`config.mk`:
```
export PLATFORM = sky130hd
export DESIGN_NAME = bit_balance_seq
export DESIGN_NICKNAME = d
export VERILOG_FILES = /design/src/rtl/bit_balance_pkg.sv /design/src/rtl/popcount_slice.sv /design/src/rtl/bit_balance_seq.sv
export SDC_FILE = /design/constraint.sdc
export NUM_CORES = 1
export LEC_CHECK = 0
export CAP_MARGIN = 10
export CORE_MARGIN = 10
export CORE_UTILIZATION = 43
export CTS_CLUSTER_SIZE = 16
export DETAILED_ROUTE_END_ITERATION = 16
export GPL_ROUTABILITY_DRIVEN = 0
export PLACE_DENSITY = 0.66
export SLEW_MARGIN = 20
export SYNTH_ARGS = -nofsm -noshare
export SYNTH_HDL_FRONTEND = slang
export SYNTH_SLANG_ARGS = --single-unit
```
`constraint.sdc`:
```
create_clock -name clk -period 4 [get_ports clk]
set_input_delay 0.8 -clock clk [delete_from_list [all_inputs] [get_ports clk]]
set_output_delay 0.8 -clock clk [all_outputs]
set_load 0.02 [all_outputs]
```
`src/rtl/bit_balance_pkg.sv`:
```
`default_nettype none
// ============================================================================
// Module      : bit_balance_pkg
// Description : Shared types and helpers for the bit-balance engine: the
//               controller state set, the legal per-cycle slice widths and
//               the count-width helper.
// Revision    : 1.0 - initial release
// ============================================================================
package bit_balance_pkg;

  // Controller states. The two-bit encoding leaves one unused code, which
  // the controller treats as IDLE.
  typedef enum logic [1:0] {
    IDLE = 2'd0,
    SCAN = 2'd1,
    DONE = 2'd2
  } state_e;

  // Slice widths the counting datapath supports.
  localparam int unsigned NUM_LEGAL_BPC = 4;
  localparam int unsigned LEGAL_BPC [NUM_LEGAL_BPC] = '{1, 2, 4, 8};

  // Width needed to hold any count from 0 up to and including n.
  function automatic int cw_of(input int n);
    return $clog2(n + 1);
  endfunction

  // True when bpc is a supported slice width and divides the word evenly.
  function automatic bit bpc_is_legal(input int bpc, input int n);
    bit hit;
    hit = 1'b0;
    for (int i = 0; i < int'(NUM_LEGAL_BPC); i++) begin
      if (bpc == int'(LEGAL_BPC[i])) hit = 1'b1;
    end
    return hit && (n > 0) && ((n % bpc) == 0);
  endfunction

endpackage : bit_balance_pkg
`default_nettype wire

```
`src/rtl/popcount_slice.sv`:
```
`default_nettype none
// ============================================================================
// Module      : popcount_slice
// Description : Combinational population count of a W-bit slice. Used as the
//               single counting slice that the scan controller time-shares
//               across the whole input word.
// Revision    : 1.0 - initial release
// ============================================================================
module popcount_slice
  import bit_balance_pkg::*;
#(
  parameter  int W  = 1,
  localparam int PW = cw_of(W)
) (
  input  logic [W-1:0]  bits_i,
  output logic [PW-1:0] count_o
);

  // Sum the slice bits one at a time; W is small so a ripple sum is fine.
  always_comb begin
    count_o = '0;
    for (int i = 0; i < W; i++) begin
      count_o = count_o + PW'(bits_i[i]);
    end
  end

endmodule : popcount_slice
`default_nettype wire

```
`src/rtl/bit_balance_seq.sv`:
```
`default_nettype none
// ============================================================================
// Module      : bit_balance_seq
// Description : Sequenced bit-balance engine. Accepts an N-bit word over a
//               valid/ready handshake, scans it BPC bits per cycle through a
//               single popcount slice, then presents ones, zeros, |ones-zeros|
//               and majority flags on an output valid/ready handshake.
// Revision    : 1.0 - initial release
// ============================================================================
module bit_balance_seq
  import bit_balance_pkg::*;
#(
  parameter  int N   = 8,
  parameter  int BPC = 1,
  localparam int CW  = cw_of(N)
) (
  input  logic          clk,
  input  logic          rst,
  input  logic          flush,
  input  logic [N-1:0]  in_data,
  input  logic          in_valid,
  output logic          in_ready,
  output logic [CW-1:0] out_ones,
  output logic [CW-1:0] out_zeros,
  output logic [CW-1:0] out_diff,
  output logic          out_more_ones,
  output logic          out_balanced,
  output logic          out_valid,
  input  logic          out_ready
);

  // Number of scan cycles per word, width of the scan counter and width of
  // a single slice popcount.
  localparam int SCANS = N / BPC;
  localparam int SW    = cw_of(SCANS);
  localparam int PW    = cw_of(BPC);

  // --------------------------------------------------------------------------
  // State
  // --------------------------------------------------------------------------
  state_e        state_q, state_d;
  logic [N-1:0]  shift_q, shift_d;
  logic [CW-1:0] ones_q,  ones_d;
  logic [CW-1:0] zeros_q, zeros_d;
  logic [SW-1:0] cnt_q,   cnt_d;

  // Result registers; they only change on the edge that enters DONE.
  logic [CW-1:0] res_ones_q;
  logic [CW-1:0] res_zeros_q;
  logic [CW-1:0] res_diff_q;
  logic          res_more_q;
  logic          res_bal_q;
  logic          res_load;

  // --------------------------------------------------------------------------
  // Counting datapath
  // --------------------------------------------------------------------------
  logic [PW-1:0] slice_pop;
  logic [CW-1:0] ones_nx;
  logic [CW-1:0] zeros_nx;
  logic [CW-1:0] diff_nx;
  logic          more_nx;
  logic          bal_nx;

  // The one shared slice always looks at the low BPC bits of the shifter.
  popcount_slice #(
    .W (BPC)
  ) u_popcount_slice (
    .bits_i  (shift_q[BPC-1:0]),
    .count_o (slice_pop)
  );

  // Running totals including the current slice, plus the balance results
  // derived from them. These are what the final scan edge captures.
  always_comb begin
    ones_nx  = ones_q + CW'(slice_pop);
    zeros_nx = zeros_q + (CW'(BPC) - CW'(slice_pop));
    if (ones_nx >= zeros_nx) begin
      diff_nx = ones_nx - zeros_nx;
    end else begin
      diff_nx = zeros_nx - ones_nx;
    end
    more_nx = (ones_nx > zeros_nx);
    bal_nx  = (ones_nx == zeros_nx);
  end

  // --------------------------------------------------------------------------
  // Controller
  // --------------------------------------------------------------------------
  // Next-state logic: flush overrides both the accept in IDLE and the
  // output handshake in DONE.
  always_comb begin
    state_d  = state_q;
    shift_d  = shift_q;
    ones_d   = ones_q;
    zeros_d  = zeros_q;
    cnt_d    = cnt_q;
    res_load = 1'b0;

    if (flush) begin
      state_d = IDLE;
      cnt_d   = '0;
    end else begin
      case (state_q)
        IDLE: begin
          if (in_valid) begin
            shift_d = in_data;
            ones_d  = '0;
            zeros_d = '0;
            cnt_d   = SW'(SCANS);
            state_d = SCAN;
          end
        end

        SCAN: begin
          ones_d  = ones_nx;
          zeros_d = zeros_nx;
          shift_d = shift_q >> BPC;
          cnt_d   = cnt_q - SW'(1);
          // Last slice: capture results and present them next cycle.
          if (cnt_q == SW'(1)) begin
            state_d  = DONE;
            res_load = 1'b1;
          end
        end

        DONE: begin
          // No accept here even with out_ready high; IDLE must come first.
          if (out_ready) begin
            state_d = IDLE;
          end
        end

        default: begin
          state_d = IDLE;
          cnt_d   = '0;
        end
      endcase
    end
  end

  // Controller and scan datapath registers.
  always_ff @(posedge clk or posedge rst) begin
    if (rst) begin
      state_q <= IDLE;
      shift_q <= '0;
      ones_q  <= '0;
      zeros_q <= '0;
      cnt_q   <= '0;
    end else begin
      state_q <= state_d;
      shift_q <= shift_d;
      ones_q  <= ones_d;
      zeros_q <= zeros_d;
      cnt_q   <= cnt_d;
    end
  end

  // Result registers, loaded only on the DONE entry edge so they stay
  // stable under output backpressure.
  always_ff @(posedge clk or posedge rst) begin
    if (rst) begin
      res_ones_q  <= '0;
      res_zeros_q <= '0;
      res_diff_q  <= '0;
      res_more_q  <= 1'b0;
      res_bal_q   <= 1'b0;
    end else if (res_load) begin
      res_ones_q  <= ones_nx;
      res_zeros_q <= zeros_nx;
      res_diff_q  <= diff_nx;
      res_more_q  <= more_nx;
      res_bal_q   <= bal_nx;
    end
  end

  // --------------------------------------------------------------------------
  // Outputs
  // --------------------------------------------------------------------------
  assign in_ready      = (state_q == IDLE);
  assign out_valid     = (state_q == DONE);
  assign out_ones      = res_ones_q;
  assign out_zeros     = res_zeros_q;
  assign out_diff      = res_diff_q;
  assign out_more_ones = res_more_q;
  assign out_balanced  = res_bal_q;

endmodule : bit_balance_seq
`default_nettype wire

```
==> reports/qor.yml, run 1 <==
global_route:
  grt_pass1_wl_mm: 6.417
  grt_max_degree: 37
  overflow: 0
  antenna_found_initial: 0
  grt_pass1_vias: 1364
  grt.total_usage_pct: 10.44
critical_path:
  start_kind: "flip-flop"
  worstPathMaxFanout: 6
  path_class: "flip-flop to flip-flop"
  crit_arrival_ns: 2.84
  end_kind: "flip-flop"
  worstPathRequired_ns: 4.19
synth:
  synth-edff-count: 0
  syn-cell-area_um2: 1883
  ys_async_sr_fraction_pct: 100.0
  synth_ff_type: "dfrtp_1"
  ys_ff_latch: 36
  postSynthAreaPerCell_um2: 9.808
  syn_nets: 217
  synth_area_leader_cell: "dfrtp_1"
  yosysUniqueCellTypes: 36
  ys_warn_count: 0
  netlist_top_cells_count: "dfrtp_1, nand2_1, o21ai_1, ha_1, nor2_1"
  ys_seq_area_share_pct: 47.84
  syn_inst: 192
  ys_top_cells_by_area: "dfrtp_1, ha_1, nand2_1, o21ai_1, mux2i_1"
  synth_top_cell_area_share_pct: 47.84
  yosysMostFrequentCell: "dfrtp_1"
floorplan:
  dieArea_um2: 7426
  ios: 29
  die_width_um: 86.18
  core_um2: 4294
  num_rows: 24
  initial_core_util_pct: 43.85
  dieHeight_um: 86.18
clock_tree:
  numCtsBuffers: 5
  clk_latency_ns: 0.29
  cts_tree: "yes"
  cts_resized: 0
  root_buffer: "clkbuf_8"
  cts_hold_buf: 0
  numClockSinks: 36
  cts.path.max_buffers: 2
  htreeDepth: 2
  clkTransAtPathRegs_ns: 0.07
  cts_setup_buffers: 0
placement:
  hpwl_mm: 2.762
  io_buffers: 28
  dpl.cell_count: 267
  place_ws_ns: 1.254
sta:
  holdWs_ns: 0.4859
  hold_viol_final: 0
  skew_ns: 0.004554
  period_minus_slack_ns: 2.645
  finalMaxSlewViolations: 0
  max-slew-margin-rel_pct: 37.33
  setup_slack_ns: 1.355
  setup_violations: 0
  tightest_slew_ns: 0.9381
  rsz0062_at_grt: "no"
  tns_ns: 0
  max_freq_mhz: 378.0
  period_share_pct: 66.13
cells_and_area:
  nNetsFinal: 247
  final_cells: 274
  num-fill-cells: 402
  drive_above_1_share_pct: 7.207
  syn2layout_area_growth_pct: 21.79
  diodes: 0
drt:
  drt-initial-drc-count: 89
  first_pass_iters: 4
  drc: 0
  viasPerCell: 5.084
  avgRoutedWirePerCell_um: 13.50
  antenna_left: 0
  routed_wl_mm: 3.699
  via_count: 1393
run_status:
  outcome: "finished clean"
power_and_ir_drop:
  powerDensity_nw_per_um2: 548.0
  ir_drop_mv: 0.2929
  leakagePower_uw: 0.001052
worst_hold_path:
  hold_class: "flip-flop to flip-flop"
flow_run:
  cap_violations: 0
==> state kept, by name, indices dropped and copies added, names as in the netlist, 2 cells and up <==
register / cells
out_diff: 4
cnt_q: 4
ones_q: 4
state_q: 2
zeros_q: 4
shift_q: 8
out_ones: 4
out_zeros: 4
==> cells in the final DEF (no fill, tap or decap), types with 2 or more instances in the layout <==
cell / count
nor2_1: 12
mux2i_1: 10
xnor2_1: 4
dfrtp_1: 36
a21oi_1: 10
xor2_1: 4
o21ai_0: 4
clkbuf_8: 5
a22o_1: 2
buf_4: 2
inv_1: 8
nand3_1: 4
nand2_1: 33
ha_1: 12
mux2_1: 2
o21ai_1: 22
nor2b_1: 3
clkdlybuf4s50_1: 28
==> where the power goes <==
part | internal [uW] | leakage, uW | switching (uW)
combinational | 251 | 0.000533 | 292
sequential | 429 | 0.000478 | 43.0
clock | 118 | 0.0000410 | 124
total | 799 | 0.00105 | 458
==> metal layers <==
layer	routed length [um]	vias up	track usage, %	part of all wire [%]
li1	-	714	-	-
met2	1714	25	15.62	46
met3	223	2	3.002	6.0
met4	11	0	3.976	0.30
met5	0	-	0	0
met1	1749	652	13.93	47
==> final timing paths <==
kind                               from  cells after the start      endpoint  slack, ns
min                        out_balanced                      2  out_balanced       0.49
min reg2reg                out_balanced                      2  out_balanced       0.49
min in group asynchronous           rst                      3   out_ones[3]       0.92
max                          shift_q[0]                     10   out_diff[3]       1.35
max reg2reg                  shift_q[0]                     10   out_diff[3]       1.35
max in group asynchronous           rst                      3  out_zeros[0]       2.77
==> area by class of cell <==
cell class              instances  area (um^2)  share of cell area, %
clock buffers                   6        72.57                  3.164
well taps                      52        65.06                  2.837
clock inverters                 1        5.005                 0.2182
flip-flops and latches         36        900.9                  39.28
multi-input cells             140        920.9                  40.15
repair buffers                 30        295.3                  12.88
inverters                       9        33.78                  1.473
==> through the flow <==
step | util (%) | total power, uW | cell area, um^2
3_5_place_dp | 51.60 | 1027 | 2216
3_3_place_gp | 51.60 | 1018 | 2216
6_report | 53.41 | 1257 | 2293
2_1_floorplan | - | 860.6 | 1883
4_1_cts | 53.41 | 1273 | 2293
5_1_grt | 53.41 | 1351 | 2293
==> logic make-up (layout without fill, tap and decap cells) <==
group	count (synthesis)	in the layout	share of synthesized area [%]
simple gates	62	62	15.28
mux	12	12	6.512
compound gates	44	44	13.69
fa+ha+maj	12	12	7.973
buf+inv	16	46	3.255
xor+xnor	10	10	5.449
flops	36	36	47.84
==> critical path, cell delays in order (launching register included) <==
cell,delay [ns]
dfrtp_1,0.40
inv_1,0.06
ha_1,0.20
ha_1,0.21
xnor2_2,0.35
ha_1,0.36
nand4_2,0.18
nand3_4,0.11
a221o_1,0.28
and3_1,0.19
o31ai_2,0.21
Power figures use the tool's default switching activity.
==> run 2, diff against run 1 <==
- PLACE_DENSITY: 0.66 -> 0.69
- clock period: 4 -> 2.3 ns (I/O delays scaled with it)
==> run 2 against run 1 <==
  * The run now ends with setup timing left
  * Wire length up 19%
  * Critical path type unchanged
  * Sequential share of layout area down 5.3 points
  * Largest power group unchanged
  * Via count is 9.3% higher
  * Combinational power grew 140%
  * Flip-flop and latch count stayed put
  * Largest cell class unchanged
  * Sequential power is 77% higher
==> reports/qor.yml, run 2 (same netlist as run 1, synthesis figures left out) <==
critical_path:
  slowest_delay_ns: 0.41  # was 0.40 ns
  end_kind: "flip-flop"  # unchanged
  crit_arrival_ns: 2.53  # was 2.84 ns
  path_class: "flip-flop to flip-flop"  # unchanged
  worstPathRequired_ns: 2.50  # was 4.19 ns
  worstPathMaxFanout: 4  # was 6
  crit_chain: "inv_2, ha_4, ha_4, ha_4, nor2b_4, o211ai_2, nand3_4, a221o_1, and3_4, o31ai_2"  # was inv_1, ha_1, ha_1, xnor2_2, ha_1, nand4_2, nand3_4, a221o_1, and3_1, o31ai_2
  cp_slowest_cell: "dfrtp_2"  # was dfrtp_1
  crit_path_frequent_cell: "ha_4"  # was ha_1
  start_kind: "flip-flop"  # unchanged
cells_and_area:
  regArea_um2: 902.1  # was 900.9 um^2
  num-fill-cells: 352  # was 402
  layout_common_cells: "dfrtp_1, nand2_1, clkdlybuf4s50_1, buf_4, o21ai_1"  # was dfrtp_1, nand2_1, clkdlybuf4s50_1, o21ai_1
  largest-register: "shift_q"  # unchanged
  stdcell_area_um2: 2658  # was 2293 um^2
  multi_input_area_um2: 1096  # was 920.9 um^2
  final_cells: 296  # was 274
  nNetsFinal: 268  # was 247
  final_common_cell: "dfrtp_1"  # unchanged
  largest_reg_flops: 8  # unchanged
  fin_util_pct: 61.89  # was 53.41%
  diodes: 0  # unchanged
  syn2layout_area_growth_pct: 41.13  # was 21.79%
  drive_above_1_share_pct: 23.36  # was 7.207%
clock_tree:
  root_buffer: "clkbuf_8"  # unchanged
  cts.path.max_buffers: 2  # unchanged
  htreeDepth: 2  # unchanged
  cts_tree: "yes"  # unchanged
  numCtsBuffers: 5  # unchanged
  cts_hold_buf: 0  # unchanged
  clkTransAtPathRegs_ns: 0.07  # about the same
  clk_latency_ns: 0.29  # about the same
  numClockSinks: 36  # unchanged
sta:
  period_minus_slack_ns: 2.332  # was 2.645 ns
  setup_violations: 1  # was 0
  max-slew-margin-rel_pct: 70.24  # was 37.33%
  finalMaxSlewViolations: 0  # unchanged
  tns_ns: -0.03203  # was 0 ns
  setup_slack_ns: -0.03203  # was 1.355 ns
  tightest_slew_ns: 0.4464  # was 0.9381 ns
  holdWs_ns: 0.4853  # was 0.4859 ns
  rsz0062_at_grt: "yes"  # was no
  max_freq_mhz: 428.8  # was 378.0 MHz
  skew_ns: 0.003329  # was 0.004554 ns
  period_share_pct: 101.4  # was 66.13%
  hold_viol_final: 0  # unchanged
floorplan:
  ios: 29  # unchanged
  die_width_um: 86.18  # unchanged
  initial_core_util_pct: 43.85  # unchanged
  num_rows: 24  # unchanged
  dieHeight_um: 86.18  # unchanged
  core_um2: 4294  # unchanged
  dieArea_um2: 7426  # unchanged
global_route:
  overflow: 0  # unchanged
  grt.total_usage_pct: 12.45  # was 10.44%
  grt_pass1_vias: 1581  # was 1364
  grt_max_degree: 37  # unchanged
  antenna_found_initial: 0  # unchanged
  grt_pass1_wl_mm: 7.479  # was 6.417 mm
run_status:
  failed_checks: "setup timing"
  outcome: "complete, but fails checks"  # was finished clean
placement:
  dpl-instance-area_um2: 2384  # was 2216 um^2
  dpl.cell_count: 282  # was 267
  io_buffers: 28  # unchanged
  hpwl_mm: 3.044  # was 2.762 mm
power_and_ir_drop:
  powerDensity_nw_per_um2: 1018  # was 548.0 nW/um^2
  leakagePower_uw: 0.001179  # was 0.001052 uW
  ir_drop_mv: 0.7289  # was 0.2929 mV
drt:
  drt-initial-drc-count: 98  # was 89
  viasPerCell: 5.142  # was 5.084
  routed_wl_mm: 4.394  # was 3.699 mm
  first_pass_iters: 4  # unchanged
  avgRoutedWirePerCell_um: 14.84  # was 13.50 um
  drc: 0  # unchanged
  antenna_left: 0  # unchanged
  via_count: 1522  # was 1393
worst_hold_path:
  hold_class: "flip-flop to flip-flop"  # unchanged
flow_run:
  cap_violations: 0  # unchanged
run 2: cell count changes in the layout (fill, tap and decap cells not counted), sizes merged:
cell | before | now
bufinv | 0 | 1
buf | 2 | 23
run 2: layout make-up:
cell class              instances  area share (%)
multi-input cells             140           41.24
flip-flops and latches         36           33.95
repair buffers                 51           17.04
clock buffers                   6           2.731
well taps                      52           2.448
clock inverters                 2           1.318
inverters                       9           1.271
run 2: worst paths after layout:
path	startpoint	to	slack, ns	cells past startpoint
max	shift_q[0]	out_diff[3]	-0.03	10
min	out_ones[1]	out_ones[1]	0.49	2
max reg2reg	shift_q[0]	out_diff[3]	-0.03	10
min reg2reg	out_ones[1]	out_ones[1]	0.49	2
max in group asynchronous	rst	shift_q[0]	1.39	3
min in group asynchronous	rst	ones_q[3]	0.57	3
run 2: where the power goes:
part           internal, uW  leakage, uW  switching [uW]
Clock                   321    0.0000552             226
Sequential              746     0.000477            90.0
Combinational           712     0.000647             610
run 2: per-stage QoR:
step / total power [uW] / setup WS (ns)
CTS: 2619 / 0.01649
detailed placement: 1915 / -0.08365
global route: 2893 / -0.1098
global placement: 1900 / -0.006660
finish: 2706 / -0.03203
floorplan: 1534 / 0.005017
run 2: critical path, delay by kind of cell, from the launching register on:
family / cells / cell delay, ns
AND/OR/NAND/NOR: 3 / 0.41
AO/OA/AOI/OAI: 3 / 0.72
adder cells (fa/ha/maj): 3 / 0.65
flip-flops: 1 / 0.41
buffers and inverters: 1 / 0.05
run 2: timing repair:
action                                  CTS  global route
buffers inserted                          4             2
gates resized for setup                   7            11
endpoints found under the setup margin    2             3
pin swaps                                 2             5
run 2: metal layers:
layer | GRT usage [%] | vias to the layer above | wire [um]
li1 | - | 756 | -
met1 | 14.40 | 737 | 1858
met2 | 20.35 | 21 | 2258
met3 | 3.752 | 8 | 172
met4 | 6.480 | 0 | 105
met5 | 0 | - | 0
